File: config.mk
export PLATFORM = sky130hd
export DESIGN_NAME = hazard_pipe_ctrl
export DESIGN_NICKNAME = d
export VERILOG_FILES = /design/src/rtl/hazard_pipe_ctrl.sv
export SDC_FILE = /design/constraint.sdc
export NUM_CORES = 1
export LEC_CHECK = 0
export ABC_CLOCK_PERIOD_IN_PS = 2300
export BUFFER_PORTS_ARGS = -buffer_cell sky130_fd_sc_hd__buf_2
export CORE_UTILIZATION = 40
export CTS_BUF_LIST = sky130_fd_sc_hd__clkbuf_4 sky130_fd_sc_hd__clkbuf_8 sky130_fd_sc_hd__clkbuf_16
export DETAILED_ROUTE_END_ITERATION = 10
export PLACE_DENSITY = 0.72
export SYNTH_ARGS = -nofsm -noshare
export SYNTH_HDL_FRONTEND = slang
export SYNTH_SLANG_ARGS = --single-unit
File: constraint.sdc
create_clock -name clk -period 2.3 [get_ports clk]
set_input_delay 0.345 -clock clk [delete_from_list [all_inputs] [get_ports clk]]
set_output_delay 0.345 -clock clk [all_outputs]
set_load 0.02 [all_outputs]
File: src/rtl/hazard_pipe_ctrl.sv
// Hazard control for the ID/EX, EX/MEM and MEM/WB stages: stall/flush strobes, forwarding and
// memory-wait FSM. Define HAZ_PERF_CNT_EN to add stall/flush performance counters.
module hazard_pipe_ctrl #(
  parameter int unsigned REG_AW = 5,
  parameter int unsigned CTRL_W = 13,
  parameter int unsigned CNT_W  = 32
) (
  input  logic              clk,
  input  logic              rst_n,
  input  logic [CTRL_W-1:0] i_id_ctrl,
  input  logic [REG_AW-1:0] i_id_rs1,
  input  logic [REG_AW-1:0] i_id_rs2,
  input  logic [REG_AW-1:0] i_id_rd,
  input  logic              i_ex_taken,
  input  logic              i_mem_ready,
  output logic              o_flush,
  output logic              o_pc_stall,
  output logic              o_ifid_stall,
  output logic              o_ifid_flush,
  output logic [CTRL_W-1:0] o_ex_ctrl,
  output logic [3:0]        o_mem_ctrl,
  output logic [1:0]        o_wb_ctrl,
  output logic [REG_AW-1:0] o_ex_rd,
  output logic [REG_AW-1:0] o_mem_rd,
  output logic [REG_AW-1:0] o_wb_rd,
  output logic [1:0]        o_fwd_a,
  output logic [1:0]        o_fwd_b,
  output logic              o_mem_wait
`ifdef HAZ_PERF_CNT_EN
  ,
  output logic [CNT_W-1:0]  o_stall_cnt,
  output logic [CNT_W-1:0]  o_flush_cnt
`endif
);

  localparam logic [CTRL_W-1:0] Bubble = CTRL_W'(13'h0005);

  typedef enum logic {StRun, StMemWait} state_e;

  state_e            r_state;
  logic [CTRL_W-1:0] r_ex_ctrl;
  logic [3:0]        r_mem_ctrl;
  logic [1:0]        r_wb_ctrl;
  logic [REG_AW-1:0] r_ex_rd, r_ex_rs1, r_ex_rs2, r_mem_rd, r_wb_rd;

  logic w_use_rs1, w_use_rs2, w_mem_busy, w_load_use, w_bubble;

  // Bundle: {alu_src1[12:11], alu_src2[10:9], mem_to_reg, reg_write, mem_read, mem_write,
  //          branch, branch_base, alu_op[2:0]}
  assign w_use_rs1  = (i_id_ctrl[12:11] == 2'b00) | i_id_ctrl[3];
  assign w_use_rs2  = (i_id_ctrl[10:9] == 2'b00) | i_id_ctrl[5];
  assign w_mem_busy = (r_mem_ctrl[1] | r_mem_ctrl[0]) & ~i_mem_ready;
  assign w_load_use = r_ex_ctrl[6] & (r_ex_rd != '0) &
                      ((w_use_rs1 & (r_ex_rd == i_id_rs1)) |
                       (w_use_rs2 & (r_ex_rd == i_id_rs2)));
  assign w_bubble   = i_ex_taken | w_load_use;

  // A pending memory access outranks everything; a taken branch outranks load-use.
  assign o_pc_stall   = w_mem_busy | (~i_ex_taken & w_load_use);
  assign o_ifid_stall = o_pc_stall;
  assign o_flush      = ~w_mem_busy & w_bubble;
  assign o_ifid_flush = ~w_mem_busy & i_ex_taken;

  function automatic logic [1:0] fwd_sel(input logic [REG_AW-1:0] rs,
                                         input logic              mem_wr,
                                         input logic [REG_AW-1:0] mem_rd,
                                         input logic              wb_wr,
                                         input logic [REG_AW-1:0] wb_rd);
    if (mem_wr && (mem_rd != '0) && (mem_rd == rs)) return 2'b10;
    if (wb_wr && (wb_rd != '0) && (wb_rd == rs))    return 2'b01;
    return 2'b00;
  endfunction

  assign o_fwd_a = fwd_sel(r_ex_rs1, r_mem_ctrl[2], r_mem_rd, r_wb_ctrl[0], r_wb_rd);
  assign o_fwd_b = fwd_sel(r_ex_rs2, r_mem_ctrl[2], r_mem_rd, r_wb_ctrl[0], r_wb_rd);

  always_ff @(posedge clk or negedge rst_n) begin
    if (!rst_n) begin
      r_ex_ctrl  <= Bubble;
      r_ex_rd    <= '0;
      r_ex_rs1   <= '0;
      r_ex_rs2   <= '0;
      r_mem_ctrl <= '0;
      r_mem_rd   <= '0;
      r_wb_ctrl  <= '0;
      r_wb_rd    <= '0;
    end else if (!w_mem_busy) begin
      r_wb_ctrl  <= r_mem_ctrl[3:2];
      r_wb_rd    <= r_mem_rd;
      r_mem_ctrl <= r_ex_ctrl[8:5];
      r_mem_rd   <= r_ex_rd;
      // Bubbles carry zero register indices so they never match hazard or forwarding compares.
      if (w_bubble) begin
        r_ex_ctrl <= Bubble;
        r_ex_rd   <= '0;
        r_ex_rs1  <= '0;
        r_ex_rs2  <= '0;
      end else begin
        r_ex_ctrl <= i_id_ctrl;
        r_ex_rd   <= i_id_rd;
        r_ex_rs1  <= i_id_rs1;
        r_ex_rs2  <= i_id_rs2;
      end
    end
  end

  always_ff @(posedge clk or negedge rst_n) begin
    if (!rst_n) begin
      r_state <= StRun;
    end else begin
      unique case (r_state)
        StRun:     if (w_mem_busy) r_state <= StMemWait;
        StMemWait: if (i_mem_ready) r_state <= StRun;
        default:   r_state <= StRun;
      endcase
    end
  end

  assign o_ex_ctrl  = r_ex_ctrl;
  assign o_mem_ctrl = r_mem_ctrl;
  assign o_wb_ctrl  = r_wb_ctrl;
  assign o_ex_rd    = r_ex_rd;
  assign o_mem_rd   = r_mem_rd;
  assign o_wb_rd    = r_wb_rd;
  assign o_mem_wait = (r_state == StMemWait);

`ifdef HAZ_PERF_CNT_EN
  logic [CNT_W-1:0] r_stall_cnt, r_flush_cnt;

  always_ff @(posedge clk or negedge rst_n) begin
    if (!rst_n) begin
      r_stall_cnt <= '0;
      r_flush_cnt <= '0;
    end else begin
      if (o_pc_stall)   r_stall_cnt <= r_stall_cnt + CNT_W'(1);
      if (o_ifid_flush) r_flush_cnt <= r_flush_cnt + CNT_W'(1);
    end
  end

  assign o_stall_cnt = r_stall_cnt;
  assign o_flush_cnt = r_flush_cnt;
`else
  logic [CNT_W-1:0] w_unused_cnt;
  assign w_unused_cnt = '0;
`endif

endmodule

==> impl_metrics.toml <==
[timing]
slew_headroom_pct = 66.6
max_clock_freq_mhz = 438
setup_tns_ns = 0
worst_pin_slew_ns = 0.501
fin_ws_ns = 0.0165
hold_violations = 0
rsz0062_at_grt = "true"
period_needed_ns = 2.28
setup_viol = 0
fin_skew_ns = 0.00589
final_max_slew_viol_count = 0
min_period_over_period_pct = 99.3

[clock_tree]
tritoncts = "done"
ctsHoldBuffers = 0
clockBufferDepth = 2
clkLatencyLatePin_ns = 0.30
cts_buffers = 5
cts.sinks = 45
cts_root_buffer = "clkbuf_8"
clkTransAtPathRegs_ns = 0.08
cts_max_level = 2

[critical_path]
end_kind = "output port"
cp_max_fo = 5
timing.rr.start = "o_ex_rd[3]"
worstRegToRegCells = 5
criticalPathCategory = "reg -> out"
start_kind = "flip-flop"
crit_path_start = "o_wb_rd[1]"
required_ns = 1.96
critical_path_arrival_ns = 1.94

[logic_synthesis]
synth_fp_nets = 309
avgSynthCellArea_um2 = 9.44
synth.ff_latch_count = 45
synthCells = 277
synth_cell_types = 35
syn_area_um2 = 2620
yosysWarnings = 0
yosysSeqAreaShare_pct = 43.1

[global_route]
grt_max_degree = 45
grt_pass1_vias = 2289
grt_overflow = 0
grt_pass1_wl_um = 11500
grt_use_total_pct = 20.6
antenna_found_initial = 0

[layout]
fill_cells = 626
diodes = 0
stdcell_count = 428
num-nets-final = 382
fin_util_pct = 50.9
area_growth_pct = 22.9
drive_above_1_share_pct = 32.8

[placement]
dp_cells = 413
gp_congestion = 0.881
place.port_buffers = 74
dp_slack_ns = 0.250
hpwl_um = 4940

[worst_hold_path]
hp-class = "in -> async"

[floorplanning]
core-area_um2 = 6310
fp.dieH_um = 82.9
die_area_um2 = 6870
initial_utilization_pct = 41.4
die_w_um = 82.9
io_pins = 75
num_rows = 29

[power_and_ir_drop]
p_leak_uw = 0.00150
p_per_area_nw_per_um2 = 1290
vdd_ir_drop_max_v = 0.000664

[routing]
drt-wirelength-per-cell_um = 16.2
via_per_inst = 5.55
initialDrtViolationCount = 190
num_vias = 2375
remaining_drc_errors = 0
routed_wl_um = 6930
dr.pass1.iters = 4
ant_nets = 0

[run]
cap_violations = 0

[run_status]
status = "complete, no violations"
[cell usage after synthesis (all sizes together)]
| cell type | n | area, um^2 |
|---|---|---|
| a21o | 6 | 45.0 |
| a21oi | 2 | 10.0 |
| a22o | 5 | 43.8 |
| a22oi | 21 | 158 |
| and2 | 1 | 6.26 |
| buf | 11 | 65.1 |
| clkbuf | 12 | 45.0 |
| dfrtp | 43 | 1080 |
| dfstp | 2 | 52.6 |
| inv | 1 | 3.75 |
| mux2 | 2 | 22.5 |
| nand2 | 42 | 158 |
| nand3 | 2 | 10.0 |
| nand3b | 21 | 158 |
| nand4 | 2 | 12.5 |
| nor2 | 3 | 11.3 |
| nor3 | 2 | 10.0 |
| nor3b | 26 | 195 |
| nor4 | 4 | 37.5 |
| o21ai | 27 | 139 |
| o21ba | 1 | 10.0 |
| o21bai | 1 | 7.51 |
| o22a | 1 | 8.76 |
| o22ai | 1 | 6.26 |
| o2bb2ai | 2 | 17.5 |
| o31ai | 1 | 7.51 |
| or4 | 5 | 37.5 |
| xnor2 | 16 | 140 |
| xor2 | 14 | 123 |
[flip-flops by register name, summed over array words and instances, names as in the netlist]
signal	cells
o_ex_ctrl	13
o_ex_rd	5
o_mem_ctrl	4
o_mem_rd	5
o_mem_wait	1
o_wb_ctrl	2
o_wb_rd	5
r_ex_rs1	5
r_ex_rs2	5
[placed cells by master, fill, tap and decap left out, types with 2 or more instances in the layout]
master | Yosys | layout
clkbuf_8 | 0 | 5
nor4_1 | 2 | 2
or4_1 | 5 | 4
buf_4 | 3 | 17
dfrtp_2 | 0 | 5
mux2_2 | 2 | 2
o2bb2ai_1 | 2 | 2
xor2_1 | 14 | 14
buf_2 | 4 | 72
nor3b_1 | 26 | 26
nor4_2 | 2 | 2
nand3b_1 | 21 | 21
a22o_1 | 5 | 5
o21ai_0 | 25 | 24
nand4_1 | 2 | 2
nor2_1 | 3 | 3
nand2_1 | 42 | 42
a21oi_1 | 2 | 2
clkinv_2 | 0 | 2
nand3_1 | 2 | 2
xnor2_1 | 16 | 16
a21o_1 | 6 | 6
dfrtp_1 | 43 | 38
dfstp_2 | 2 | 2
nor3_1 | 2 | 2
a22oi_1 | 21 | 21
[cell type report]
class                      count  area (um^2)  area share [%]
multi-input combinational    208         1410            43.7
sequential                    45         1130            35.3
timing repair buffer          89          488            15.2
tap                           77         96.3            3.00
clock buffer                   6         76.3            2.37
clock inverter                 2         10.0           0.311
inverter                       1         3.75           0.117
[layer usage]
metal	vias up	global-route usage, %	wire length [um]
met4	0	6.27	80
met3	6	4.77	421
met2	93	31.9	3170
met5	-	0	0
met1	1142	28.8	3250
li1	1134	-	-
[worst max-delay path: stages (launching register included)]
cell     delay [ns]
dfrtp_1        0.44
or4_1          0.55
o21ai_0        0.26
or4_1          0.19
nor4_2         0.04
buf_2          0.17
[metrics by stage]
stage	total power [uW]	hold WS (ns)	area, um^2
after floorplan	2910	0.0494	2620
after global placement	3510	0.332	3040
after detailed placement	3550	0.339	3040
after CTS	4120	0.0122	3180
after global routing	4450	0.0189	3220
final	4150	0.00332	3220
[report_power, final]
part	switching [uW]	total [uW]	internal (uW)	leakage (uW)
clock network	265	488	223	0.0000484
registers	405	1550	1140	0.000552
logic	1250	2120	863	0.000897
[worst paths after layout]
path,endpoint,slack (ns)
max,o_fwd_b[0],0.02
min in group clk,o_mem_wait,0.26
min,o_wb_ctrl[1],0.003
min reg2reg,o_wb_ctrl[1],0.47
max reg2reg,o_ex_ctrl[5],0.47
max in group asynchronous,o_ex_ctrl[0],1.66
[logic make-up after synthesis]
kind of cell / count (synthesis) / share of synthesized area, %
compound gates: 68 / 17.3
simple gates: 108 / 24.3
buf+inv: 24 / 4.35
mux: 2 / 0.861
xor+xnor: 30 / 10.0
flops: 45 / 43.1
[what timing repair did]
item | 4_1_cts | 5_1_grt
setup endpoints to repair | 5 | 5
pin swaps | 1 | 1
setup buffers | 4 | 3
gates resized for setup | 7 | 6
No activity file was read; power rests on OpenSTA's default activity.
